$ cat config.mk
export PLATFORM = sky130hd
export DESIGN_NAME = vec_acc_frontend
export DESIGN_NICKNAME = d
export VERILOG_FILES = /design/src/rtl/vec_acc_frontend.sv
export SDC_FILE = /design/constraint.sdc
export NUM_CORES = 1
export LEC_CHECK = 0
export BUFFER_PORTS_ARGS = -buffer_cell sky130_fd_sc_hd__buf_2
export CAP_MARGIN = 20
export CORE_MARGIN = 4
export CORE_UTILIZATION = 32
export DETAILED_ROUTE_END_ITERATION = 6
export GPL_TIMING_DRIVEN = 0
export REMOVE_ABC_BUFFERS = 1
export SLEW_MARGIN = 20
export SYNTH_ARGS = -nofsm -noshare
export SYNTH_HDL_FRONTEND = slang
export SYNTH_SLANG_ARGS = --single-unit
$ cat constraint.sdc
create_clock -name clk_i -period 3.6 [get_ports clk_i]
set_input_delay 0.72 -clock clk_i [delete_from_list [all_inputs] [get_ports clk_i]]
set_output_delay 0.72 -clock clk_i [all_outputs]
set_load 0.005 [all_outputs]
$ cat src/rtl/vec_acc_frontend.sv
// Vector accelerator front end: in-order request FIFO, head classifier, issue port and a
// one-entry response register. Optional same-cycle bypass when VEC_FE_BYPASS_EN is defined.
module vec_acc_frontend #(
  parameter int unsigned DEPTH         = 4,
  parameter int unsigned INSTR_BITS    = 32,
  parameter int unsigned XLEN          = 32,
  parameter int unsigned TRANS_ID_BITS = 4
) (
  input  logic                     clk_i,
  input  logic                     rst_i,
  input  logic                     req_valid_i,
  output logic                     req_ready_o,
  input  logic [INSTR_BITS-1:0]    req_instr_i,
  input  logic [XLEN-1:0]          req_rs1_i,
  input  logic [XLEN-1:0]          req_rs2_i,
  input  logic [TRANS_ID_BITS-1:0] req_id_i,
  output logic                     issue_valid_o,
  input  logic                     issue_ready_i,
  output logic [INSTR_BITS-1:0]    issue_instr_o,
  output logic [XLEN-1:0]          issue_rs1_o,
  output logic [XLEN-1:0]          issue_rs2_o,
  output logic [TRANS_ID_BITS-1:0] issue_id_o,
  output logic [1:0]               issue_unit_o,
  input  logic                     done_valid_i,
  output logic                     done_ready_o,
  input  logic                     done_err_i,
  input  logic [XLEN-1:0]          done_res_i,
  input  logic [TRANS_ID_BITS-1:0] done_id_i,
  output logic                     resp_valid_o,
  input  logic                     resp_ready_i,
  output logic                     resp_err_o,
  output logic [XLEN-1:0]          resp_res_o,
  output logic [TRANS_ID_BITS-1:0] resp_id_o
);

  localparam int unsigned PtrW = (DEPTH > 1) ? $clog2(DEPTH) : 1;
  localparam int unsigned CntW = PtrW + 1;

  localparam logic [1:0] UnitLane = 2'd0;
  localparam logic [1:0] UnitVsld = 2'd1;
  localparam logic [1:0] UnitVlsu = 2'd2;
  localparam logic [1:0] UnitMsk  = 2'd3;

  // Returns {illegal, unit}.
  function automatic logic [2:0] classify(input logic [6:0] opcode, input logic [2:0] funct3,
                                          input logic [5:0] funct6);
    logic [2:0] cls;
    cls = {1'b1, UnitLane};
    if (opcode == 7'b0000111 || opcode == 7'b0100111) begin
      cls = {1'b0, UnitVlsu};
    end else if (opcode == 7'b1010111) begin
      if (funct3 == 3'b111) begin
        cls = {1'b1, UnitLane};
      end else if (funct6[5:2] == 4'b0011) begin
        cls = {1'b0, UnitVsld};
      end else if (funct3 == 3'b010 &&
                   (funct6[5:3] == 3'b000 || funct6 == 6'b010111 ||
                    (funct6[5:4] == 2'b11 && funct6[3:1] == 3'b000))) begin
        cls = {1'b0, UnitVsld};
      end else if (funct3 == 3'b010 &&
                   ((funct6[5:3] == 3'b010 && !funct6[2]) || funct6[5:3] == 3'b011)) begin
        cls = {1'b0, UnitMsk};
      end else begin
        cls = {1'b0, UnitLane};
      end
    end
    return cls;
  endfunction

  logic [INSTR_BITS-1:0]    instr_mem [DEPTH];
  logic [XLEN-1:0]          rs1_mem   [DEPTH];
  logic [XLEN-1:0]          rs2_mem   [DEPTH];
  logic [TRANS_ID_BITS-1:0] id_mem    [DEPTH];

  logic [PtrW-1:0] wptr_q, rptr_q;
  logic [CntW-1:0] count_q, count_d;
  logic            push, pop, pop_legal, pop_err;
  logic            head_valid, head_legal;
  logic [2:0]      head_cls;
  logic            bypass;

  logic [INSTR_BITS-1:0]    head_instr;
  logic [TRANS_ID_BITS-1:0] head_id;

  logic                     resp_valid_q, resp_err_q;
  logic [XLEN-1:0]          resp_res_q;
  logic [TRANS_ID_BITS-1:0] resp_id_q;

  assign head_instr  = instr_mem[rptr_q];
  assign head_id     = id_mem[rptr_q];
  assign head_valid  = (count_q != '0);
  assign head_cls    = classify(head_instr[6:0], head_instr[14:12], head_instr[31:26]);
  assign head_legal  = head_valid & !head_cls[2];
  assign req_ready_o = (count_q != CntW'(DEPTH));

`ifdef VEC_FE_BYPASS_EN
  logic [2:0] req_cls;
  assign req_cls = classify(req_instr_i[6:0], req_instr_i[14:12], req_instr_i[31:26]);
  assign bypass  = !head_valid & req_valid_i & !req_cls[2];
  // A bypassed request that the backend takes immediately never occupies a FIFO slot.
  assign push    = req_valid_i & req_ready_o & !(bypass & issue_ready_i);
`else
  assign bypass  = 1'b0;
  assign push    = req_valid_i & req_ready_o;
`endif

  assign pop_legal = head_legal & issue_ready_i;
  assign pop_err   = head_valid & head_cls[2] & done_ready_o & !done_valid_i;
  assign pop       = pop_legal | pop_err;

  always_comb begin
    issue_valid_o = 1'b0;
    issue_instr_o = '0;
    issue_rs1_o   = '0;
    issue_rs2_o   = '0;
    issue_id_o    = '0;
    issue_unit_o  = UnitLane;
    if (head_legal) begin
      issue_valid_o = 1'b1;
      issue_instr_o = head_instr;
      issue_rs1_o   = rs1_mem[rptr_q];
      issue_rs2_o   = rs2_mem[rptr_q];
      issue_id_o    = head_id;
      issue_unit_o  = head_cls[1:0];
    end
`ifdef VEC_FE_BYPASS_EN
    else if (bypass) begin
      issue_valid_o = 1'b1;
      issue_instr_o = req_instr_i;
      issue_rs1_o   = req_rs1_i;
      issue_rs2_o   = req_rs2_i;
      issue_id_o    = req_id_i;
      issue_unit_o  = req_cls[1:0];
    end
`endif
  end

  always_comb begin
    count_d = count_q;
    if (push && !pop) begin
      count_d = count_q + CntW'(1);
    end else if (pop && !push) begin
      count_d = count_q - CntW'(1);
    end
  end

  always_ff @(posedge clk_i) begin
    if (push) begin
      instr_mem[wptr_q] <= req_instr_i;
      rs1_mem[wptr_q]   <= req_rs1_i;
      rs2_mem[wptr_q]   <= req_rs2_i;
      id_mem[wptr_q]    <= req_id_i;
    end
  end

  always_ff @(posedge clk_i or posedge rst_i) begin
    if (rst_i) begin
      wptr_q  <= '0;
      rptr_q  <= '0;
      count_q <= '0;
    end else begin
      if (push) wptr_q <= wptr_q + PtrW'(1);
      if (pop)  rptr_q <= rptr_q + PtrW'(1);
      count_q <= count_d;
    end
  end

  // Backend completions win over locally retired illegal entries.
  assign done_ready_o = !resp_valid_q | resp_ready_i;

  always_ff @(posedge clk_i or posedge rst_i) begin
    if (rst_i) begin
      resp_valid_q <= 1'b0;
      resp_err_q   <= 1'b0;
      resp_res_q   <= '0;
      resp_id_q    <= '0;
    end else if (done_ready_o) begin
      if (done_valid_i) begin
        resp_valid_q <= 1'b1;
        resp_err_q   <= done_err_i;
        resp_res_q   <= done_res_i;
        resp_id_q    <= done_id_i;
      end else if (pop_err) begin
        resp_valid_q <= 1'b1;
        resp_err_q   <= 1'b1;
        resp_res_q   <= '0;
        resp_id_q    <= head_id;
      end else begin
        resp_valid_q <= 1'b0;
      end
    end
  end

  assign resp_valid_o = resp_valid_q;
  assign resp_err_o   = resp_err_q;
  assign resp_res_o   = resp_res_q;
  assign resp_id_o    = resp_id_q;

endmodule

==> results of run 1 <==
-- critical path, stage by stage (launching register included) --
cell and delay [ns]:
dfrtp_4 0.50, buf_16 0.16, mux4_2 0.46, and3_4 0.23, o22ai_4 0.15, and3_4 0.31
buf_12 0.17, and2_1 0.13, buf_2 0.19
-- flip-flops by register name (all words and copies together), names as in the netlist --
name          count
resp_err_o        1
resp_valid_o      1
instr_mem       128
count_q           3
resp_id_o         4
rs2_mem         128
wptr_q            2
rptr_q            2
id_mem           16
resp_res_o       32
rs1_mem         128
-- layout by cell type (no fill, tap or decap), drive strengths merged, types with 2 or more instances in the layout --
| cell type | netlist | layout |
|---|---|---|
| a221oi | 2 | 2 |
| a22o | 29 | 29 |
| and2 | 95 | 95 |
| and3 | 9 | 14 |
| and4b | 2 | 2 |
| buf | 23 | 325 |
| bufbuf | 0 | 3 |
| bufinv | 0 | 6 |
| clkbuf | 19 | 61 |
| clkinv | 1 | 17 |
| clkinvlp | 0 | 2 |
| dfrtp | 45 | 45 |
| diode | 0 | 2 |
| edfxtp | 400 | 400 |
| ha | 5 | 5 |
| inv | 6 | 9 |
| mux2i | 4 | 4 |
| mux4 | 96 | 96 |
| nand2 | 15 | 15 |
| nand2b | 2 | 2 |
| nand3 | 4 | 4 |
| nor2 | 10 | 10 |
| nor2b | 3 | 3 |
| nor3 | 3 | 3 |
| nor4bb | 3 | 3 |
| o21ai | 7 | 7 |
| xnor2 | 3 | 3 |
| xor2 | 3 | 3 |
-- layer usage --
metal,vias up,part of all wire (%)
met4,12,2.5
met2,280,47
met1,4614,42
met3,78,7.9
met5,-,0.16
li1,3947,-
-- power by group --
part / total (mW) / internal, mW / switching (mW)
clock: 4.93 / 2.91 / 2.02
sequential: 7.10 / 6.81 / 0.291
combinational: 5.86 / 2.92 / 2.94
total: 17.9 / 12.6 / 5.25
-- cell usage after synthesis, types with 5 or more instances --
master	instances	share of area (%)
buf_6	11	0.73
nand2_1	15	0.33
o21ai_0	6	0.18
mux4_2	96	13
clkbuf_1	16	0.35
and2_1	94	3.4
dfrtp_1	45	6.6
a22o_1	29	1.5
nor2_1	10	0.22
buf_2	6	0.18
and3_1	7	0.26
edfxtp_1	400	70
ha_1	5	0.37
inv_1	6	0.13
-- final cells by class --
cell class / instances / area, sq um / share of cell area [%]
clock inverter: 27 / 337.8 / 1.543
inverter: 7 / 26.28 / 0.1200
timing repair buffer: 328 / 2384 / 10.89
antenna: 2 / 5.005 / 0.02287
multi-input combinational: 315 / 3879 / 17.72
sequential: 445 / 13150 / 60.06
clock buffer: 61 / 1250 / 5.711
tap: 688 / 860.8 / 3.933
-- final timing paths --
kind	from	endpoint	cells after the start
setup / recovery	rptr_q[0]$_DFFE_PP0P_	issue_rs1_o[5]	8
hold / removal	rst_i	resp_res_o[26]$_DFFE_PP0P_	2
setup reg to reg	rptr_q[1]$_DFFE_PP0P_	count_q[1]$_DFFE_PP0P_	12
hold reg to reg	resp_res_o[22]$_DFFE_PP0P_	resp_res_o[22]$_DFFE_PP0P_	2
max in group asynchronous	rst_i	rptr_q[0]$_DFFE_PP0P_	3
min in group clk_i	req_rs1_i[27]	rs1_mem[1][27]$_DFFE_PP_	1
-- per-stage QoR --
stage          utilization, %  TNS (ns)  hold slack (ns)  instance area, sq um  setup WS (ns)
2_1_floorplan               -   -395.34           0.4628                 16800         -2.917
3_5_place_dp            37.10    -22.16           0.4541                 19540        -0.4622
4_1_cts                 41.60    -8.085          0.05881                 21900        -0.1234
3_3_place_gp            36.25  -1781.80           0.4530                 19090         -6.490
5_1_grt                 41.56    -7.988           0.1032                 21880        -0.1317
6_report                41.57  -0.02099          0.09946                 21890       -0.01883
-- timing repair --
item,4_1_cts,5_1_grt
cloned,10,0
gates resized for setup,80,10
setup endpoints to repair,102,98
buffers inserted,24,2
pin swaps,18,9
-- kinds of logic (layout without fill, tap and decap cells) --
group                      count (synthesis)  in the layout  share of synthesized area [%]
AOI/OAI and AO/OA                         48             48                          2.316
xor gates and xnor gates                   6              6                         0.3079
adders and majority gates                  6              6                         0.4837
buffers and inverters                     49            423                          1.715
DFF                                      445            445                          76.96
muxes                                    101            101                          12.97
other                                      1              3                        0.02197
and+or+nand+nor                          148            153                          5.233
==> results.ini, run 1 <==
[status]
status = finished, violations left
violations = setup timing

[global_routing]
grt_first_pass_wirelength_um = 62220
use_met3_pct = 4.603
grt_busiest_layer = met2
grt_pass1_vias = 9682
grt.total_usage_pct = 14.60
grt-ovfl-total = 0
grtUsageMet1_pct = 19.09
grt_max_degree = 44
use_met2_pct = 23.56
antenna_found_initial = 10

[detailed_routing]
firstDrtPassIters = 4
drtIter0Drc = 409
wire_per_inst_um = 22.37
drc = 0
wirelength_um = 41900
vias = 8931
avgViaCountPerCell = 4.768
ant_nets = 0

[layout]
area_growth_pct = 28.21
nets = 1294
stdcell_count = 1873
layout-drive-gt1-share_pct = 46.32
fillers = 4630

[placed_design]
gp_congestion = 0.7608
dp_hpwl_um = 24410
io_buffers = 284
place_inst = 1750

[synthesis]
ys_async_sr_fraction_pct = 10.11
synth_area_per_cell_sq_um = 21.23
yosys_warnings = 0
synth_edf_count = 400
synthFlopType = edfxtp_1
ys_ff_latch = 445
syn_area_sq_um = 17070
yosysSeqAreaShare_pct = 76.96
synth_cell_types = 47
syn_inst = 804

[setup_path]
critPathKind = register to output port
cp.arrival_ns = 2.90
start_kind = register
end_kind = output port
rrSetupSlack_ns = 0.35
crit_fanout = 11
critical_path_required_ns = 2.88

[power_and_ir_drop]
p_leak_nw = 8.117
fin_total_pwr_mw = 17.89
p_per_area_nw_per_um2 = 817.6
peakVddDrop_mv = 0.4420

[floorplanning]
initial_core_util_pct = 32.42
core-area_sq_um = 52660
die_x_um = 239.0
die-height_um = 239.0
io_pins = 286
fp.dieArea_sq_um = 57110
std_cell_rows = 84

[sta]
rsz0062_at_grt = true
setup_viol = 3
fin_crit_ns = 3.619
fin_ws_ns = -0.01883
tightest_slew_ns = 0.8956
finalHoldViolCount = 0
period_share_pct = 100.5
maxSlewViolCount = 0
skew_ns = 0.01949
relSlewSlack_pct = 40.29
fmax_mhz = 276.3

[clock_tree]
numCtsBuffers = 48
cts_hold_buf = 0
cts_max_path_buffers = 3
clk_latency_ns = 0.59
clkTransAtPathRegs_ns = 0.06
clock_sink_count = 445
cts_max_level = 2
cts_root_buffer = clkbuf_16
cts_tree = done

[worst_hold_path]
min_path_type = input port to async pin

[job]
max-cap-violations = 0

Power figures use the tool's default switching activity.
==> inputs of run 2 (changes only) <==
--- a/config.mk
+++ b/config.mk
@@ -11,6 +11,7 @@
 export CORE_UTILIZATION = 32
 export DETAILED_ROUTE_END_ITERATION = 6
 export GPL_TIMING_DRIVEN = 0
+export HOLD_SLACK_MARGIN = 0.05
 export REMOVE_ABC_BUFFERS = 1
 export SLEW_MARGIN = 20
 export SYNTH_ARGS = -nofsm -noshare
==> constraint.sdc (replaced) <==
create_clock -name clk_i -period 4.6 [get_ports clk_i]
set_input_delay 0.92 -clock clk_i [delete_from_list [all_inputs] [get_ports clk_i]]
set_output_delay 0.92 -clock clk_i [all_outputs]
set_load 0.005 [all_outputs]
==> run 2 against run 1 <==
  * The flow now finishes without violations
  * Wire length is 6.2% lower
  * Register-to-register slack better by 0.83 ns
  * Sequential power is 21% lower
  * First-iteration DRC count is 16% higher
  * Highest routed layer unchanged
  * Via count is 1.9% lower
  * Hold slack better by 0.20 ns
  * Clock skew is 0.0025 ns lower
  * Combinational power is 35% lower
  * Clock-buffer cell count stayed put
  * Setup slack better by 0.29 ns
==> results.ini, run 2 (same netlist as run 1, synthesis figures left out) <==
[global_routing]
grt_pass1_vias = 9469
grt_first_pass_wirelength_um = 58940
grt-ovfl-total = 0
grt_max_degree = 50
grt.total_usage_pct = 13.66
antenna_found_initial = 8

[status]
status = finished, final reports clean

[placed_design]
place_area_sq_um = 19540
gp_congestion = 0.7608
io_buffers = 284
dp_hpwl_um = 24410

[setup_path]
critical_path_required_ns = 3.68
start_kind = register
crit_fanout = 51
end_kind = output port
cp.arrival_ns = 3.41
critPathKind = register to output port

[sta]
finalHoldViolCount = 0
tightest_slew_ns = 0.8986
fmax_mhz = 231.1
period_share_pct = 94.05
relSlewSlack_pct = 40.09
setup_viol = 0
setup_tns_ns = 0
skew_ns = 0.01695
rsz0062_at_grt = false
fin_crit_ns = 4.326
maxSlewViolCount = 0

[floorplanning]
io_pins = 286
die-height_um = 239.0
core-area_sq_um = 52660
die_x_um = 239.0
initial_core_util_pct = 32.42
std_cell_rows = 84
fp.dieArea_sq_um = 57110

[detailed_routing]
vias = 8762
avgViaCountPerCell = 4.739
drc = 0
wire_per_inst_um = 21.25
wirelength_um = 39290
drtIter0Drc = 473
ant_nets = 0
firstDrtPassIters = 4

[layout]
reg_top3 = instr_mem x128, rs1_mem x128, rs2_mem x128
layout-drive-gt1-share_pct = 41.77
final_common_cell = edfxtp_1
fillers = 4695
final_cell_mix = edfxtp_1 (400), buf_2 (284), mux4_2 (96)
postLayoutCellArea_sq_um = 21200
area_growth_pct = 24.17
nets = 1265
post-route-util_pct = 40.26

[power_and_ir_drop]
p_leak_nw = 7.821
p_per_area_nw_per_um2 = 625.8
fin_total_pwr_mw = 13.27
peakVddDrop_mv = 0.3468

[clock_tree]
cts_root_buffer = clkbuf_16
cts_max_path_buffers = 3
clock_sink_count = 445
clkTransAtPathRegs_ns = 0.06
numCtsBuffers = 48
clk_latency_ns = 0.59
cts_hold_buf = 0
cts_tree = done
cts_max_level = 2

[worst_hold_path]
min_path_type = input port to async pin

[job]
max-cap-violations = 0

-- run 2: worst max-delay path, stage by stage, from the launching register on --
cell and delay [ns]:
dfrtp_4 0.46, buf_16 0.24, mux4_2 0.61, nand3b_4 0.22, o22ai_4 0.34, and3_4 0.29, buf_16 0.19, and2_1 0.24
buf_2 0.16
-- run 2: metal layers --
metal / share of wire, % / vias to the layer above / wire length (um) / GRT usage, %
met5: 0.12 / - / 47 / 0
met4: 2.8 / 6 / 1098 / 4.582
met3: 8.4 / 75 / 3294 / 4.615
met2: 47 / 291 / 18490 / 21.82
met1: 42 / 4505 / 16360 / 17.64
li1: - / 3885 / - / -
-- run 2: cell type report --
type,count,area [sq um],share of cell area (%)
Multi-Input combinational cell,312,3706,17.48
Clock buffer,61,1250,5.897
Antenna cell,7,17.52,0.08263
Timing Repair Buffer,302,1854,8.748
Tap cell,688,860.8,4.061
Clock inverter,27,337.8,1.594
Inverter,7,26.28,0.1240
Sequential cell,445,13150,62.01
-- run 2: worst paths after layout --
check | slack, ns | startpoint | cells after the start | end
setup / recovery | 0.27 | rptr_q[0]$_DFFE_PP0P_ | 8 | issue_rs1_o[20]
hold / removal | 0.30 | rst_i | 2 | resp_res_o[26]$_DFFE_PP0P_
setup reg to reg | 1.18 | rptr_q[0]$_DFFE_PP0P_ | 12 | count_q[2]$_DFFE_PP0P_
hold reg to reg | 0.46 | resp_res_o[22]$_DFFE_PP0P_ | 2 | resp_res_o[22]$_DFFE_PP0P_
max in group asynchronous | 3.80 | rst_i | 3 | rptr_q[1]$_DFFE_PP0P_
min in group clk_i | 0.46 | resp_res_o[22]$_DFFE_PP0P_ | 2 | resp_res_o[22]$_DFFE_PP0P_
-- run 2: report_power, final --
| group | leakage [nW] | switching [mW] | internal (mW) |
|---|---|---|---|
| Combinational | 2.83 | 2.03 | 1.80 |
| Clock | 0.765 | 1.58 | 2.28 |
| Sequential | 4.23 | 0.254 | 5.33 |
| Total | 7.82 | 3.86 | 9.41 |
-- run 2: metrics by stage --
stage               hold slack [ns]  setup slack, ns  std cells
finish                       0.2992           0.2737       1849
global route                 0.3032          0.04321       1842
CTS                          0.2588          0.05987       1842
detailed placement           0.4541           0.3378       1750
global placement             0.4530           -5.690       1734
floorplan                    0.4628           -2.117        762
-- run 2: repair_timing --
| action | CTS | global route |
|---|---|---|
| buffers inserted | 2 | 0 |
| endpoints found under the setup margin | 50 | 21 |
| pin swaps | 2 | 0 |
| resized for setup | 3 | 1 |
| gates cloned | 2 | 0 |
